===== src/rtl/multicycle_ctrl.sv =====
// Multi-cycle control FSM for a MIPS subset (R/ADDI/ORI/BEQ/LW/SW).
// Inputs: clk_i, rst_i, instr_op_i, mem_ready_i, zero_i.
// Outputs: datapath controls, state_o, retire_cnt_o, illegal_op_o, bus_err_o.
module multicycle_ctrl #(
    parameter int MEM_TIMEOUT = 16,
    parameter int CNT_W       = 5
) (
    input  logic        clk_i,
    input  logic        rst_i,
    input  logic [5:0]  instr_op_i,
    input  logic        mem_ready_i,
    input  logic        zero_i,
    output logic        IM_read_o,
    output logic        DM_read_o,
    output logic        DM_write_o,
    output logic        IR_write_o,
    output logic        PC_write_o,
    output logic        PC_write_cond_o,
    output logic        PC_src_sel_o,
    output logic        ALU_src1_sel_o,
    output logic [1:0]  ALU_src2_sel_o,
    output logic [1:0]  ALU_ctrl_o,
    output logic        ext_sel_o,
    output logic        reg_w1_addr_sel_o,
    output logic        reg_w1_data_sel_o,
    output logic        reg_write_o,
    output logic [2:0]  state_o,
    output logic [31:0] retire_cnt_o,
    output logic        illegal_op_o,
    output logic        bus_err_o
);

    localparam logic [2:0] S_FETCH  = 3'd0;
    localparam logic [2:0] S_DECODE = 3'd1;
    localparam logic [2:0] S_EXEC   = 3'd2;
    localparam logic [2:0] S_MEM    = 3'd3;
    localparam logic [2:0] S_WB     = 3'd4;
    localparam logic [2:0] S_HALT   = 3'd7;

    localparam logic [5:0] OP_R    = 6'b000000;
    localparam logic [5:0] OP_ADDI = 6'b001000;
    localparam logic [5:0] OP_ORI  = 6'b001101;
    localparam logic [5:0] OP_BEQ  = 6'b000100;
    localparam logic [5:0] OP_LW   = 6'b100011;
    localparam logic [5:0] OP_SW   = 6'b101011;

    logic [2:0]       state;
    logic [2:0]       state_nx;
    logic [5:0]       op_q;
    logic [CNT_W-1:0] wait_cnt;
    logic             in_acc;
    logic             timeout;
    logic             legal;
    logic             retire;

    // The zero flag is consumed by the datapath, not by this FSM.
    logic unused_zero;
    assign unused_zero = zero_i;

    assign state_o = state;
    assign in_acc  = (state == S_FETCH) || (state == S_MEM);
    // Ready in the final allowed cycle still counts as a normal completion.
    assign timeout = in_acc && !mem_ready_i &&
                     (wait_cnt == CNT_W'(MEM_TIMEOUT - 1));
    assign retire  = (state_nx == S_FETCH) &&
                     ((state == S_EXEC) || (state == S_MEM) ||
                      (state == S_WB));

    always_comb begin
        legal = 1'b0;
        case (instr_op_i)
            OP_R, OP_ADDI, OP_ORI,
            OP_BEQ, OP_LW, OP_SW: legal = 1'b1;
            default: legal = 1'b0;
        endcase
    end

    always_comb begin
        state_nx = state;
        case (state)
            S_FETCH: begin
                if (mem_ready_i)  state_nx = S_DECODE;
                else if (timeout) state_nx = S_HALT;
            end
            S_DECODE: state_nx = legal ? S_EXEC : S_HALT;
            S_EXEC: begin
                case (op_q)
                    OP_LW, OP_SW: state_nx = S_MEM;
                    OP_BEQ:       state_nx = S_FETCH;
                    default:      state_nx = S_WB;
                endcase
            end
            S_MEM: begin
                if (mem_ready_i)
                    state_nx = (op_q == OP_LW) ? S_WB : S_FETCH;
                else if (timeout)
                    state_nx = S_HALT;
            end
            S_WB:    state_nx = S_FETCH;
            S_HALT:  state_nx = S_HALT;
            default: state_nx = S_HALT;
        endcase
    end

    always_ff @(posedge clk_i) begin
        if (rst_i) begin
            state        <= S_FETCH;
            op_q         <= '0;
            wait_cnt     <= '0;
            retire_cnt_o <= '0;
            illegal_op_o <= 1'b0;
            bus_err_o    <= 1'b0;
        end else begin
            state <= state_nx;
            if (state == S_DECODE)
                op_q <= instr_op_i;
            // Outside FETCH/MEM the counter rests at zero, so every new
            // access starts from a cleared count.
            if (in_acc && !mem_ready_i)
                wait_cnt <= wait_cnt + 1'b1;
            else
                wait_cnt <= '0;
            if (retire)
                retire_cnt_o <= retire_cnt_o + 32'd1;
            if (state == S_DECODE && !legal)
                illegal_op_o <= 1'b1;
            if (timeout)
                bus_err_o <= 1'b1;
        end
    end

    always_comb begin
        IM_read_o         = 1'b0;
        DM_read_o         = 1'b0;
        DM_write_o        = 1'b0;
        IR_write_o        = 1'b0;
        PC_write_o        = 1'b0;
        PC_write_cond_o   = 1'b0;
        PC_src_sel_o      = 1'b0;
        ALU_src1_sel_o    = 1'b0;
        ALU_src2_sel_o    = 2'b00;
        ALU_ctrl_o        = 2'b00;
        ext_sel_o         = 1'b0;
        reg_w1_addr_sel_o = 1'b0;
        reg_w1_data_sel_o = 1'b0;
        reg_write_o       = 1'b0;
        if (!rst_i) begin
            case (state)
                S_FETCH: begin
                    IM_read_o      = 1'b1;
                    ALU_src2_sel_o = 2'b01;
                    IR_write_o     = mem_ready_i;
                    PC_write_o     = mem_ready_i;
                end
                S_DECODE: ALU_src2_sel_o = 2'b11;
                S_EXEC: begin
                    ALU_src1_sel_o = 1'b1;
                    case (op_q)
                        OP_R: ALU_ctrl_o = 2'b10;
                        OP_ORI: begin
                            ALU_src2_sel_o = 2'b10;
                            ALU_ctrl_o     = 2'b11;
                            ext_sel_o      = 1'b1;
                        end
                        OP_BEQ: begin
                            ALU_ctrl_o      = 2'b01;
                            PC_write_cond_o = 1'b1;
                            PC_src_sel_o    = 1'b1;
                        end
                        default: ALU_src2_sel_o = 2'b10;
                    endcase
                end
                S_MEM: begin
                    DM_read_o  = (op_q == OP_LW);
                    DM_write_o = (op_q == OP_SW);
                end
                S_WB: begin
                    reg_write_o       = 1'b1;
                    reg_w1_addr_sel_o = (op_q == OP_R);
                    reg_w1_data_sel_o = (op_q == OP_LW);
                end
                default: ;
            endcase
        end
    end

endmodule


===== config.mk =====
export PLATFORM = sky130hd
export DESIGN_NAME = multicycle_ctrl
export DESIGN_NICKNAME = d
export VERILOG_FILES = /design/src/rtl/multicycle_ctrl.sv
export SDC_FILE = /design/constraint.sdc
export NUM_CORES = 1
export LEC_CHECK = 0
export ABC_AREA = 1
export CAP_MARGIN = 5
export CORE_MARGIN = 2
export CORE_UTILIZATION = 30
export DETAILED_ROUTE_END_ITERATION = 12
export GPL_TIMING_DRIVEN = 0
export PLACE_DENSITY = 0.6
export SETUP_SLACK_MARGIN = 0.05
export SYNTH_ARGS = -nofsm -noshare
export SYNTH_HDL_FRONTEND = slang
export SYNTH_SLANG_ARGS = --single-unit

===== constraint.sdc =====
create_clock -name clk_i -period 2.8 [get_ports clk_i]
set_input_delay 0.7 -clock clk_i [delete_from_list [all_inputs] [get_ports clk_i]]
set_output_delay 0.7 -clock clk_i [all_outputs]
set_load 0.1 [all_outputs]

Word-level counts from Yosys, hierarchy flattened
Cells that the tools add are included.
{"block": "word_totals", "regBits": 48, "latchBits": 0, "mem_bits_rw": 0, "rom_bits": 0, "word_cells": 76, "mem_count": 0}
{"block": "op_classes", "addsub": 2, "mul": 0, "div_mod_pow": 0, "n_lt_le_gt_ge": 0, "eq_ne": 14, "shifts": 0, "n_mux": 36, "bitwise": 1, "n_reduce_logical": 17}
{"operator": "32-bit by 1-bit adder with 32-bit output, second input constant", "n": 1}
{"operator": "6-bit == test, second input constant", "n": 4}
{"operator": "1-bit two-way mux", "n": 23}
{"operator": "6-bit by 4-bit == test with 1-bit output, second input constant", "n": 3}
{"operator": "3-bit two-way mux", "n": 5}
{"operator": "3-bit one-hot mux with 5 select lines", "n": 1}
{"operator": "6-bit by 3-bit == test with 1-bit output, second input constant", "n": 2}
{"operator": "6-bit logical NOT", "n": 2}
{"operator": "2-bit one-hot mux with 3 select lines", "n": 2}
{"operator": "2-bit two-way mux", "n": 4}
{"operator": "3-bit by 2-bit == test with 1-bit output, second input constant", "n": 2}
{"operator": "3-bit logical NOT", "n": 2}
{"operator": "3-bit one-hot mux with 2 select lines", "n": 1}
{"operator": "2-bit OR reduction", "n": 3}
{"operator": "6-bit OR reduction", "n": 1}
{"operator": "5-bit by 1-bit adder with 5-bit output, second input constant", "n": 1}
{"operator": "5-bit by 4-bit == test with 1-bit output, second input constant", "n": 1}
{"operator": "1-bit logical AND", "n": 4}
{"operator": "3-bit by 1-bit == test with 1-bit output, second input constant", "n": 1}
{"operator": "3-bit == test, second input constant", "n": 1}
{"operator": "1-bit logical OR", "n": 3}
{"operator": "1-bit logical NOT", "n": 2}
{"operator": "1-bit NOT", "n": 1}

Longest topological paths before layout
Gate-level depths: netlist of the first run.
{"block": "depth", "depth_word": 9, "ltp_mapped": 15, "ltp_nobuf": 13}

Least setup slack after synthesis of the first run
OpenSTA, ideal clock, no wires.
{"block": "synth_path", "kind": "register to output", "start": "register state[1] (netlist: state_o[1])", "end": "output port ALU_ctrl_o[0]", "arrival_ns": 7.269, "setup_slack_ns": -5.169, "stages_incl_launch_ff": 9, "path_cell_list": "dfxtp_1 nand2_1 nor2_1 inv_1 nor2_1 inv_1 nor4_1 inv_1 o21ai_0"}
{"block": "synth_between", "elab_chain_len": 3}
{"element": "start, declared", "line_no": "47", "text": "logic [2:0] state;"}
{"element": "start signal, assigned", "line_no": "114", "text": "state <= state_nx;"}
{"element": "3-bit by 2-bit == test with 1-bit output", "line_no": "148", "text": "case (state)"}
{"element": "2-bit two-way mux", "line_no": "148"}
{"element": "2-bit two-way mux", "line_no": "147", "text": "if (!rst_i) begin"}
{"element": "end, declared", "line_no": "22", "text": "output logic [1:0] ALU_ctrl_o,"}
No other way between the ends.

Worst setup path after layout of the first run
{"block": "layout_path", "start": "input port rst_i", "end": "output port ALU_src1_sel_o"}
{"block": "layout_between", "elab_chain_len": 1}
{"element": "start, declared", "line_no": "9", "text": "input logic rst_i,"}
{"element": "1-bit two-way mux", "line_no": "147"}
{"element": "end, declared", "line_no": "20", "text": "output logic ALU_src1_sel_o,"}
No other way between the ends.

==> results of run 1 <==
==> worst paths after layout <==
check                    from               end  slack [ps]  cells past startpoint
setup / recovery        rst_i    ALU_src1_sel_o          80                      3
hold / removal    wait_cnt[0]       wait_cnt[0]         450                      1
setup reg to reg      op_q[1]  retire_cnt_o[31]         550                      9
hold reg to reg   wait_cnt[0]       wait_cnt[0]         450                      1
==> layout make-up <==
class / instances / area [sq um]
Inverter: 99 / 375.4
Timing Repair Buffer: 63 / 618.1
Clock inverter: 1 / 3.754
Buffer: 19 / 130.1
Clock buffer: 7 / 76.32
Tap cell: 133 / 166.4
Fill cell: 1062 / 5709
Multi-Input combinational cell: 352 / 1723
Sequential cell: 48 / 972.2
==> sequential cells by signal, summed over array words and instances, names as in the netlist <==
signal and cells:
wait_cnt 5, retire_cnt_o 32, op_q 6, illegal_op_o 1, state_o 3, bus_err_o 1
==> critical path, stage by stage <==
cell and delay, ps:
sky130_fd_sc_hd__clkdlybuf4s15_2 270, sky130_fd_sc_hd__nor2_4 170, sky130_fd_sc_hd__dlygate4sd2_1 870
==> per-stage QoR <==
step,util (%),cells,TNS (ps)
6_report,41.59,722,0
5_1_grt,41.59,722,0
4_1_cts,41.40,721,0
3_5_place_dp,40.63,712,-15520
3_3_place_gp,40.63,712,-15780
2_1_floorplan,-,518,-5983
==> synth_stat cells <==
| master | count |
|---|---|
| sky130_fd_sc_hd__nand2_1 | 118 |
| sky130_fd_sc_hd__nor2_1 | 101 |
| sky130_fd_sc_hd__inv_1 | 98 |
| sky130_fd_sc_hd__dfxtp_1 | 48 |
| sky130_fd_sc_hd__nand3_1 | 48 |
| sky130_fd_sc_hd__nand4_1 | 34 |
| sky130_fd_sc_hd__o21ai_0 | 13 |
| sky130_fd_sc_hd__nor3_1 | 11 |
| sky130_fd_sc_hd__a21oi_1 | 6 |
| sky130_fd_sc_hd__buf_2 | 6 |
| sky130_fd_sc_hd__buf_4 | 5 |
| sky130_fd_sc_hd__clkbuf_1 | 5 |
| sky130_fd_sc_hd__nor2_2 | 4 |
| sky130_fd_sc_hd__nor4_1 | 4 |
| sky130_fd_sc_hd__ha_1 | 3 |
| sky130_fd_sc_hd__buf_6 | 2 |
| sky130_fd_sc_hd__and2_1 | 1 |
| sky130_fd_sc_hd__and3_1 | 1 |
| sky130_fd_sc_hd__buf_1 | 1 |
| sky130_fd_sc_hd__inv_2 | 1 |
| sky130_fd_sc_hd__nand2_2 | 1 |
| sky130_fd_sc_hd__nand3_2 | 1 |
| sky130_fd_sc_hd__nand3b_1 | 1 |
| sky130_fd_sc_hd__nor3_2 | 1 |
| sky130_fd_sc_hd__nor3b_1 | 1 |
| sky130_fd_sc_hd__o21ai_1 | 1 |
| sky130_fd_sc_hd__o21bai_1 | 1 |
| sky130_fd_sc_hd__xor2_1 | 1 |
==> what timing repair did <==
action,4_1_cts,5_1_grt
gates cloned,0,0
pin swaps,0,2
endpoints found under the setup margin,16,11
setup buffers,1,1
resized for setup,78,8
==> routing by layer <==
layer | part of all wire, % | track usage (%) | wire (microns)
met1 | 49 | 22.23 | 4369
met2 | 46 | 26.47 | 4139
met3 | 4.3 | 2.620 | 389
met4 | 0.85 | 3.764 | 76
met5 | 0 | 0 | 0
==> logic make-up (layout without fill, tap and decap cells) <==
| kind of cell | count (synthesis) | after routing | share of synthesized area, % |
|---|---|---|---|
| adders and majority gates | 3 | 3 | 1.238 |
| AOI/OAI and AO/OA | 21 | 21 | 3.548 |
| xor gates and xnor gates | 1 | 1 | 0.2888 |
| buffers and inverters | 118 | 189 | 15.97 |
| and+or+nand+nor | 327 | 327 | 47.28 |
| DFF | 48 | 48 | 31.68 |
==> where the power goes <==
part	total, mW	internal, mW	switching [mW]
Sequential	0.892	0.776	0.116
Combinational	2.30	0.559	1.74
Clock	0.407	0.175	0.232
Total	3.60	1.51	2.09
==> impl_table.tex, run 1 <==
\begin{tabular}{lr}
\hline
Metric & Value \\
\hline
\multicolumn{2}{l}{\textbf{Cells and area}} \\
\quad Share of layout cells above drive strength 1 & between 10\% and 20\% \\
\quad Layout overhead on the synthesized area & 34.03\% \\
\quad Final nets & 601 \\
\quad Commonest non-fill, non-tap cells in the layout & 117 x sky130\_fd\_sc\_hd\_\_nand2\_1, 96 x sky130\_fd\_sc\_hd\_\_nor2\_1, 95 x sky130\_fd\_sc\_hd\_\_inv\_1, 48 x sky130\_fd\_sc\_hd\_\_nand3\_1, 45 x sky130\_fd\_sc\_hd\_\_dfxtp\_1 \\
\quad Most frequent standard cell in the layout excluding fill and tap cells & sky130\_fd\_sc\_hd\_\_nand2\_1 \\
\quad ANT cells & 0 \\
\quad Post-Layout Inst Area & 0.004065 sq mm \\
\multicolumn{2}{l}{\textbf{Timing}} \\
\quad Slew Limit Headroom & 34.81\% \\
\quad Final number of hold-violating endpoints & 0 \\
\quad F\_max & 368.1 MHz \\
\quad Final worst hold slack & 452.1 ps \\
\quad Post-route clock skew & roughly 8.5 ps \\
\quad Min Clock Period, post-route & 2717 ps \\
\quad Final WS setup & $\sim$83 ps \\
\quad Transition time at the pin with the least slew margin & 974.7 ps \\
\quad Setup repair after global routing missed its margin & no \\
\quad Number of setup violations in the final report & 0 \\
\quad Tcrit/Tclk final & a little under 100\% \\
\quad Slew Viols, Final & 0 \\
\multicolumn{2}{l}{\textbf{Floorplan}} \\
\quad Count of boundary I/O pins & 63 \\
\quad Initial standard-cell utilization of the core & a little under a third \\
\quad Number of standard-cell rows in the floorplan & 36 \\
\quad Standard cell core area & 0.009774 sq mm \\
\quad Area enclosed by the die boundary & $\sim$0.011 sq mm \\
\quad Overall die height & 104.5 microns \\
\quad Die extent in x & 104.5 microns \\
\multicolumn{2}{l}{\textbf{Power and ir drop}} \\
\quad Worst IR Drop VDD & 0.6976 mV \\
\quad Total power per unit cell area & 884.7 mW/mm\^{}2 \\
\quad Overall power consumption & 3.596 mW \\
\quad Leakage & 1.709 nW \\
\multicolumn{2}{l}{\textbf{Clock network}} \\
\quad Root buffer cell & sky130\_fd\_sc\_hd\_\_clkbuf\_8 \\
\quad Clock buffer count from CTS & 5 \\
\quad CTS Hold Bufs & 0 \\
\quad Clock transition at the registers of the reported paths & approximately 80 ps \\
\quad H-tree Lvls & 2 \\
\quad Maximum clock path buffer count & 2 \\
\quad Clock insertion delay at the later pin of the skew report & approximately 300 ps \\
\quad TritonCTS clock tree & yes \\
\quad CTS sink cnt & between 40 and 50 \\
\multicolumn{2}{l}{\textbf{Detailed routing}} \\
\quad Number of vias after detailed routing & roughly 3,400 \\
\quad Wirelength, routed & 8974 microns \\
\quad Total iterations of the first detailed-routing run & 5 \\
\quad Wirelength per Cell & 12.43 microns \\
\quad Via density per instance & approximately 4.7 \\
\quad Iteration-0 DRC count of the detailed router & 212 \\
\quad Number of nets with antenna violations after routing & 0 \\
\quad DRC errors left & 0 \\
\multicolumn{2}{l}{\textbf{Placed design}} \\
\quad Placed Area & a little under 0.004 sq mm \\
\quad IO Port Bufs & 61 \\
\quad Post-Place Setup Slack & -1263 ps \\
\quad Routability congestion estimate from global placement & 0.8782 \\
\quad DPL Wire Length & 6810 microns \\
\multicolumn{2}{l}{\textbf{Global route}} \\
\quad Initial antenna violation count & 0 \\
\quad Number of global-route vias before repair & about 3,100 \\
\quad Global route total overflow & 0 \\
\quad Overall fraction of global-route tracks in use & 16.16\% \\
\quad Largest net degree at the start of global routing & 14 \\
\quad First-pass GRT wire length & 14,690 microns \\
\multicolumn{2}{l}{\textbf{Synth}} \\
\quad Netlist Area Pre-Place & 0.003033 sq mm \\
\quad Cell count after synthesis & 518 \\
\quad Ranking of synthesized cells by area & sky130\_fd\_sc\_hd\_\_dfxtp\_1 32\%, sky130\_fd\_sc\_hd\_\_nand2\_1 15\%, sky130\_fd\_sc\_hd\_\_nor2\_1 13\%, sky130\_fd\_sc\_hd\_\_inv\_1 12\%, sky130\_fd\_sc\_hd\_\_nand3\_1 7.9\% \\
\quad Fraction of the yosys area taken by sequential cells & a little under a third \\
\quad Total of warnings raised by yosys & 0 \\
\quad Net count after synthesis & 531 \\
\quad Post-synthesis average cell area & 5.855 sq um \\
\quad Biggest area consumer among synthesized cells & sky130\_fd\_sc\_hd\_\_dfxtp\_1 \\
\quad Number of different library cells in the post-synthesis netlist & 28 \\
\quad Register bit total from synthesis & 48 \\
\quad Proportion of netlist area held by the largest area contributor & approximately a third \\
\multicolumn{2}{l}{\textbf{Run}} \\
\quad Max-cap viol count & 0 \\
\multicolumn{2}{l}{\textbf{Critical path}} \\
\quad Critical Path End Type & output pin \\
\quad Startpoint type of the worst setup path & input port \\
\quad Maximum fanout count along the critical path & 6 \\
\quad Crit path DAT & 2020 ps \\
\quad Worst setup path class & in -> out \\
\quad WP data required & 2100 ps \\
\multicolumn{2}{l}{\textbf{Min path}} \\
\quad Min-Delay Path Class & reg -> reg \\
\multicolumn{2}{l}{\textbf{Run status}} \\
\quad Result of the run & finished, final reports clean \\
\hline
\end{tabular}
No activity file was read; power rests on OpenSTA's default activity.
==> inputs of run 2 (changes only) <==
ABC_AREA = default   (was 1)
==> impl_table.tex, run 2 <==
\begin{tabular}{lr}
\hline
Metric & Value \\
\hline
\multicolumn{2}{l}{\textbf{Run status}} \\
\quad Result of the run & finished, final reports clean \\
\multicolumn{2}{l}{\textbf{Synth}} \\
\quad Register bit total from synthesis & 48 \\
\quad Net count after synthesis & 390 \\
\quad Most repeated cell in the gate-level netlist after synthesis & sky130\_fd\_sc\_hd\_\_dfxtp\_1 \\
\quad Fraction of the yosys area taken by sequential cells & 31.74\% \\
\quad Number of different library cells in the post-synthesis netlist & 63 \\
\quad Netlist Area Pre-Place & 0.003028 sq mm \\
\quad Total of warnings raised by yosys & 0 \\
\quad Post-synthesis average cell area & $\sim$8 sq um \\
\quad Biggest area consumer among synthesized cells & sky130\_fd\_sc\_hd\_\_dfxtp\_1 \\
\quad Ranking of synthesized cells by area & sky130\_fd\_sc\_hd\_\_dfxtp\_1 32\%, sky130\_fd\_sc\_hd\_\_nor2\_1 5.6\%, sky130\_fd\_sc\_hd\_\_a21oi\_1 5.3\%, sky130\_fd\_sc\_hd\_\_nand4\_1 3.3\%, sky130\_fd\_sc\_hd\_\_nand2\_1 3.2\% \\
\quad Primary flip-flop cell chosen by synthesis mapping & sky130\_fd\_sc\_hd\_\_dfxtp\_1 \\
\quad Cell count after synthesis & 377 \\
\quad Number of enable flip-flop cells after synthesis & 0 \\
\quad Asr flop ratio synth & 0\% \\
\quad Most instantiated cells after synthesis & 48 x sky130\_fd\_sc\_hd\_\_dfxtp\_1, 45 x sky130\_fd\_sc\_hd\_\_nor2\_1, 32 x sky130\_fd\_sc\_hd\_\_a21oi\_1 \\
\quad Proportion of netlist area held by the largest area contributor & 31.74\% \\
\multicolumn{2}{l}{\textbf{Timing}} \\
\quad Number of setup violations in the final report & 0 \\
\quad Transition time at the pin with the least slew margin & 989.6 ps \\
\quad Final number of hold-violating endpoints & 0 \\
\quad F\_max & 376.2 MHz \\
\quad Final worst hold slack & $\sim$460 ps \\
\quad Setup repair after global routing missed its margin & no \\
\quad Slew Limit Headroom & around a third \\
\quad Final-layout setup total negative slack & 0 ps \\
\quad Min Clock Period, post-route & 2658 ps \\
\quad Final WS setup & 141.8 ps \\
\quad Slew Viols, Final & 0 \\
\quad Tcrit/Tclk final & 94.94\% \\
\quad Post-route clock skew & 15.31 ps \\
\multicolumn{2}{l}{\textbf{Cells and area}} \\
\quad Final nets & between 400 and 500 \\
\quad Non-filler cells, final & 578 \\
\quad Sequential Area & 972.2 sq um \\
\quad Post-Layout Inst Area & between 0.004 and 0.005 sq mm \\
\quad Share of layout cells above drive strength 1 & 20.00\% \\
\quad Most frequent standard cell in the layout excluding fill and tap cells & sky130\_fd\_sc\_hd\_\_dfxtp\_1 \\
\quad Total area of multi-input combinational cells & between 0.002 and 0.0025 sq mm \\
\quad Commonest non-fill, non-tap cells in the layout & 45 x sky130\_fd\_sc\_hd\_\_dfxtp\_1, 41 x sky130\_fd\_sc\_hd\_\_nor2\_1, 41 x sky130\_fd\_sc\_hd\_\_clkdlybuf4s50\_1, 31 x sky130\_fd\_sc\_hd\_\_a21oi\_1, 25 x sky130\_fd\_sc\_hd\_\_nand2\_1 \\
\quad Layout overhead on the synthesized area & 38.26\% \\
\quad Register containing the most flip-flops in the final layout & retire\_cnt\_o \\
\quad ANT cells & 0 \\
\quad Final Util & 42.83\% \\
\quad Fill count & 1,007 \\
\quad Largest registers & retire\_cnt\_o (32), op\_q (6), wait\_cnt (5) \\
\quad Number of flip-flops in the largest register & 32 \\
\multicolumn{2}{l}{\textbf{Clock network}} \\
\quad CTS Hold Bufs & 0 \\
\quad Clock buffer count from CTS & 5 \\
\quad CTS sink cnt & 48 \\
\quad TritonCTS clock tree & yes \\
\quad Clock transition at the registers of the reported paths & roughly 100 ps \\
\quad Maximum clock path buffer count & 2 \\
\quad Clock insertion delay at the later pin of the skew report & 310 ps \\
\quad H-tree Lvls & 2 \\
\quad Root buffer cell & sky130\_fd\_sc\_hd\_\_clkbuf\_8 \\
\multicolumn{2}{l}{\textbf{Floorplan}} \\
\quad Number of standard-cell rows in the floorplan & 36 \\
\quad Overall die height & 104.5 microns \\
\quad Area enclosed by the die boundary & 0.01091 sq mm \\
\quad Standard cell core area & around 0.01 sq mm \\
\quad Count of boundary I/O pins & 63 \\
\quad Die extent in x & 104.5 microns \\
\quad Initial standard-cell utilization of the core & 30.98\% \\
\multicolumn{2}{l}{\textbf{Detailed routing}} \\
\quad Wirelength per Cell & 15.95 microns \\
\quad Wirelength, routed & between 9000 and 10,000 microns \\
\quad Number of nets with antenna violations after routing & 0 \\
\quad Number of vias after detailed routing & 3,198 \\
\quad DRC errors left & 0 \\
\quad Via density per instance & between 5 and 6 \\
\quad Iteration-0 DRC count of the detailed router & 153 \\
\quad Total iterations of the first detailed-routing run & 4 \\
\multicolumn{2}{l}{\textbf{Power and ir drop}} \\
\quad Clock network fraction of total power & 27.2\% \\
\quad Net switching power of the design & 0.8020 mW \\
\quad Sequential group share of total power & 37.1\% \\
\quad Cell-internal power & around 1.2 mW \\
\quad Leakage & 1.389 nW \\
\quad Proportion of total power due to net switching & 40.04\% \\
\quad Overall power consumption & 2.003 mW \\
\quad Worst IR Drop VDD & 0.2540 mV \\
\quad Total power per unit cell area & 478.4 mW/mm\^{}2 \\
\quad Fraction of power consumed by combinational cells & 35.7\% \\
\multicolumn{2}{l}{\textbf{Placed design}} \\
\quad Placed Area & 0.004028 sq mm \\
\quad IO Port Bufs & 61 \\
\quad Routability congestion estimate from global placement & 0.8784 \\
\quad DPL Wire Length & 6826 microns \\
\quad Placed cell count & 571 \\
\quad Post-Place Setup Slack & -1711 ps \\
\multicolumn{2}{l}{\textbf{Global route}} \\
\quad Largest net degree at the start of global routing & 20 \\
\quad Overall fraction of global-route tracks in use & $\sim$17\% \\
\quad Number of global-route vias before repair & 3,042 \\
\quad Initial antenna violation count & 0 \\
\quad Global route total overflow & 0 \\
\quad First-pass GRT wire length & $\sim$16,000 microns \\
\multicolumn{2}{l}{\textbf{Critical path}} \\
\quad Source of the worst register-to-register timing path & wait\_cnt[0] \\
\quad Longest individual stage delay on the worst path & approximately 1200 ps \\
\quad Maximum fanout count along the critical path & 8 \\
\quad Crit path DAT & 1960 ps \\
\quad Critical path startpoint & retire\_cnt\_o[11] \\
\quad Worst-path cell chain & clkdlybuf4s50\_1 \\
\quad Worst path bufs/invs & 1 \\
\quad R2R cell count & 10 \\
\quad Worst reg2reg setup slack & 190 ps \\
\quad Gate family responsible for the most delay along the worst path & buffers and inverters \\
\quad Reg2reg end & retire\_cnt\_o[17] \\
\quad Critical Path End Type & output pin \\
\quad WP data required & 2100 ps \\
\quad Critical Path Slowest Stage Cell & sky130\_fd\_sc\_hd\_\_clkdlybuf4s50\_1 \\
\quad Startpoint type of the worst setup path & flip-flop \\
\quad Worst setup path class & reg -> out \\
\multicolumn{2}{l}{\textbf{Min path}} \\
\quad Hold-critical path depth & 1 \\
\quad Worst Hold Endpoint & wait\_cnt[0] \\
\quad Min-Delay Path Class & reg -> reg \\
\quad Hold Crit Start & wait\_cnt[0] \\
\multicolumn{2}{l}{\textbf{Run}} \\
\quad Max-cap viol count & 0 \\
\hline
\end{tabular}
[run 2: cell count changes in the layout (fill, tap and decap cells not counted), moves of 8 or more]
| cell | previous run | this run |
|---|---|---|
| sky130_fd_sc_hd__inv_1 | 95 | 13 |
| sky130_fd_sc_hd__nor2b_1 | 0 | 11 |
| sky130_fd_sc_hd__nor2_1 | 96 | 41 |
| sky130_fd_sc_hd__or4_1 | 0 | 12 |
| sky130_fd_sc_hd__nand2_1 | 117 | 25 |
| sky130_fd_sc_hd__nand4_1 | 34 | 16 |
| sky130_fd_sc_hd__o31ai_1 | 0 | 11 |
| sky130_fd_sc_hd__nand3_1 | 48 | 8 |
| sky130_fd_sc_hd__nand4b_1 | 0 | 8 |
| sky130_fd_sc_hd__a21oi_1 | 6 | 31 |
[run 2: area by class of cell]
cell class / instances / share of cell area (%)
multi-input cells: 288 / 48.68
flip-flops and latches: 48 / 23.22
repair buffers: 61 / 14.17
plain buffers: 27 / 5.738
well taps: 133 / 3.975
clock buffers: 7 / 2.839
inverters: 13 / 1.166
clock inverters: 1 / 0.2092
[run 2: routing by layer]
metal	global-route usage, %	part of all wire, %
met1	24.04	47
met2	27.54	47
met3	2.381	4.3
met4	5.116	0.92
met5	0	0
[run 2: cells by family after synthesis]
logic type / synth area share, %
and+or+nand+nor: 33.88
AOI/OAI and AO/OA: 20.87
DFF: 31.74
buffers and inverters: 6.901
muxes: 4.793
adders and majority gates: 1.240
xor gates and xnor gates: 0.5786
[run 2: worst max path at each step]
stage                     cells after the start               end
after floorplan                               7     ALU_ctrl_o[1]
final                                         1  retire_cnt_o[11]
after global routing                         11  retire_cnt_o[25]
after global placement                        6       reg_write_o
after CTS                                     6   retire_cnt_o[0]
after detailed placement                      6       reg_write_o
[run 2: timing repair]
item / CTS / global route
setup endpoints to repair: 18 / 23
resized for setup: 105 / 10
buffers inserted: 0 / 0
pin swaps: 0 / 1
gates cloned: 0 / 0
[run 2: power by group through the flow]
stage	sequential, mW	combinational [mW]	clock (mW)
after floorplan	0.845	0.446	0
after global routing	0.748	0.761	0.587
after detailed placement	0.758	0.705	0
after global placement	0.758	0.699	0
final	0.742	0.715	0.546
after CTS	0.743	0.703	0.572
==> inputs of run 3 (changes only) <==
CELL_PAD_IN_SITES_DETAIL_PLACEMENT = 1   (was default)
CELL_PAD_IN_SITES_GLOBAL_PLACEMENT = 1   (was default)
HOLD_SLACK_MARGIN = 0.15   (was default)
PLACE_DENSITY = 0.74   (was 0.6)
==> impl_table.tex, run 3 (synthesized netlist as in run 2, its figures left out) <==
\begin{tabular}{lr}
\hline
Metric & Value \\
\hline
\multicolumn{2}{l}{\textbf{Timing}} \\
\quad Setup repair after global routing missed its margin & no \\
\quad Slew Viols, Final & 0 \\
\quad Transition time at the pin with the least slew margin & 982.9 ps \\
\quad F\_max & 367.2 MHz \\
\quad Tcrit/Tclk final & 97.26\% \\
\quad Post-route clock skew & 15.15 ps \\
\quad Final number of hold-violating endpoints & 0 \\
\quad Min Clock Period, post-route & 2723 ps \\
\quad Final worst hold slack & between 400 and 500 ps \\
\quad Final WS setup & 76.83 ps \\
\quad Number of setup violations in the final report & 0 \\
\quad Slew Limit Headroom & 34.27\% \\
\multicolumn{2}{l}{\textbf{Power and ir drop}} \\
\quad Fraction of power consumed by combinational cells & 38.9\% \\
\quad Proportion of total power due to net switching & 42.34\% \\
\quad Total power per unit cell area & 462.1 mW/mm\^{}2 \\
\quad Sequential group share of total power & 38.0\% \\
\quad Net switching power of the design & 0.8269 mW \\
\quad Clock network fraction of total power & 23.2\% \\
\quad Leakage & 1.382 nW \\
\quad Worst IR Drop VDD & between 0.2 and 0.25 mV \\
\quad Cell-internal power & 1.126 mW \\
\multicolumn{2}{l}{\textbf{Floorplan}} \\
\quad Number of standard-cell rows in the floorplan & 36 \\
\quad Initial standard-cell utilization of the core & 30.98\% \\
\quad Die extent in x & 104.5 microns \\
\quad Count of boundary I/O pins & 63 \\
\quad Overall die height & 104.5 microns \\
\quad Area enclosed by the die boundary & 0.01091 sq mm \\
\quad Standard cell core area & 0.009774 sq mm \\
\multicolumn{2}{l}{\textbf{Clock network}} \\
\quad CTS Hold Bufs & 0 \\
\quad Root buffer cell & sky130\_fd\_sc\_hd\_\_clkbuf\_8 \\
\quad Clock insertion delay at the later pin of the skew report & 310 ps \\
\quad CTS sink cnt & 48 \\
\quad Clock buffer count from CTS & 5 \\
\quad TritonCTS clock tree & yes \\
\quad Clock transition at the registers of the reported paths & 90 ps \\
\quad H-tree Lvls & 2 \\
\quad Maximum clock path buffer count & 2 \\
\multicolumn{2}{l}{\textbf{Placed design}} \\
\quad Post-Place Setup Slack & -1856 ps \\
\quad IO Port Bufs & between 60 and 70 \\
\quad Placed Area & 0.004028 sq mm \\
\quad DPL Wire Length & 7843 microns \\
\quad Placed cell count & between 500 and 600 \\
\quad Routability congestion estimate from global placement & 0.8397 \\
\multicolumn{2}{l}{\textbf{Cells and area}} \\
\quad ANT cells & 0 \\
\quad Layout overhead on the synthesized area & 39.59\% \\
\quad Number of flip-flops in the largest register & 32 \\
\quad Final nets & 459 \\
\quad Non-filler cells, final & 580 \\
\quad Commonest non-fill, non-tap cells in the layout & 45 x sky130\_fd\_sc\_hd\_\_dfxtp\_1, 42 x sky130\_fd\_sc\_hd\_\_clkdlybuf4s50\_1, 41 x sky130\_fd\_sc\_hd\_\_nor2\_1, 31 x sky130\_fd\_sc\_hd\_\_a21oi\_1, 24 x sky130\_fd\_sc\_hd\_\_nand2\_1 \\
\quad Most frequent standard cell in the layout excluding fill and tap cells & sky130\_fd\_sc\_hd\_\_dfxtp\_1 \\
\quad Final Util & between 40\% and 50\% \\
\quad Share of layout cells above drive strength 1 & 20.58\% \\
\quad Fill count & 1,157 \\
\quad Largest registers & retire\_cnt\_o (32), op\_q (6), wait\_cnt (5) \\
\quad Register containing the most flip-flops in the final layout & retire\_cnt\_o \\
\quad Post-Layout Inst Area & 0.004227 sq mm \\
\multicolumn{2}{l}{\textbf{Detailed routing}} \\
\quad Wirelength, routed & 10,840 microns \\
\quad Wirelength per Cell & approximately 19 microns \\
\quad Number of nets with antenna violations after routing & 0 \\
\quad Via density per instance & 5.657 \\
\quad DRC errors left & 0 \\
\quad Iteration-0 DRC count of the detailed router & 115 \\
\quad Total iterations of the first detailed-routing run & 4 \\
\quad Number of vias after detailed routing & 3,281 \\
\multicolumn{2}{l}{\textbf{Critical path}} \\
\quad Crit path DAT & 2020 ps \\
\quad Maximum fanout count along the critical path & 10 \\
\quad Startpoint type of the worst setup path & input port \\
\quad Critical Path End Type & output pin \\
\quad WP data required & between 2000 and 2500 ps \\
\quad Worst setup path class & in -> out \\
\multicolumn{2}{l}{\textbf{Run status}} \\
\quad Result of the run & finished, final reports clean \\
\multicolumn{2}{l}{\textbf{Min path}} \\
\quad Min-Delay Path Class & reg -> reg \\
\multicolumn{2}{l}{\textbf{Global route}} \\
\quad Initial antenna violation count & 0 \\
\quad First-pass GRT wire length & 17,360 microns \\
\quad Global route total overflow & 0 \\
\quad Largest net degree at the start of global routing & 14 \\
\quad Number of global-route vias before repair & between 3,000 and 4,000 \\
\quad Overall fraction of global-route tracks in use & 19.48\% \\
\multicolumn{2}{l}{\textbf{Run}} \\
\quad Max-cap viol count & 0 \\
\hline
\end{tabular}
[run 3: final timing paths]
path,from,end,slack (ps),depth (start not counted)
max,rst_i,reg_write_o,80,6
min,wait_cnt[0],wait_cnt[0],460,1
max reg2reg,wait_cnt[0],retire_cnt_o[3],130,8
min reg2reg,wait_cnt[0],wait_cnt[0],460,1
[run 3: worst max-delay path, cell delays in order]
cell                              delay [ps]
sky130_fd_sc_hd__clkdlybuf4s15_1         300
sky130_fd_sc_hd__clkbuf_8                240
sky130_fd_sc_hd__clkbuf_4                210
sky130_fd_sc_hd__buf_4                   210
sky130_fd_sc_hd__nor2_4                  120
sky130_fd_sc_hd__buf_6                   220
[run 3: cell type report]
type	count	area [sq um]	share of cell area [%]
sequential	48	972.2	23.00
multi-input combinational	288	2103	49.76
inverter	13	48.80	1.155
timing repair buffer	62	596.8	14.12
clock buffer	8	90.09	2.131
buffer	28	249.0	5.891
tap	133	166.4	3.937
[run 3: through the flow]
| step | power [mW] | setup TNS [ps] |
|---|---|---|
| 4_1_cts | 1.931 | 0 |
| 5_1_grt | 2.040 | 0 |
| 3_5_place_dp | 1.476 | -23960 |
| 3_3_place_gp | 1.462 | -22440 |
| 6_report | 1.953 | 0 |
| 2_1_floorplan | 1.290 | -3384 |
[run 3: timing repair]
action	CTS	global route
setup buffers	0	1
endpoints found under the setup margin	35	34
resized for setup	108	17
pin swaps	0	1
[run 3: layer usage]
metal | track usage [%] | vias up | part of all wire (%)
li1 | - | 1562 | -
met1 | 25.81 | 1640 | 46
met5 | 0 | - | 0
met2 | 33.75 | 68 | 50
met4 | 3.378 | 0 | 0.90
met3 | 2.945 | 11 | 3.4
[run 3: power groups by stage]
stage          registers, mW  logic [mW]  clock network (mW)
2_1_floorplan          0.845       0.446                   0
3_3_place_gp           0.756       0.706                   0
3_5_place_dp           0.756       0.719                   0
4_1_cts                0.740       0.731               0.460
5_1_grt                0.747       0.803               0.490
6_report               0.742       0.759               0.452
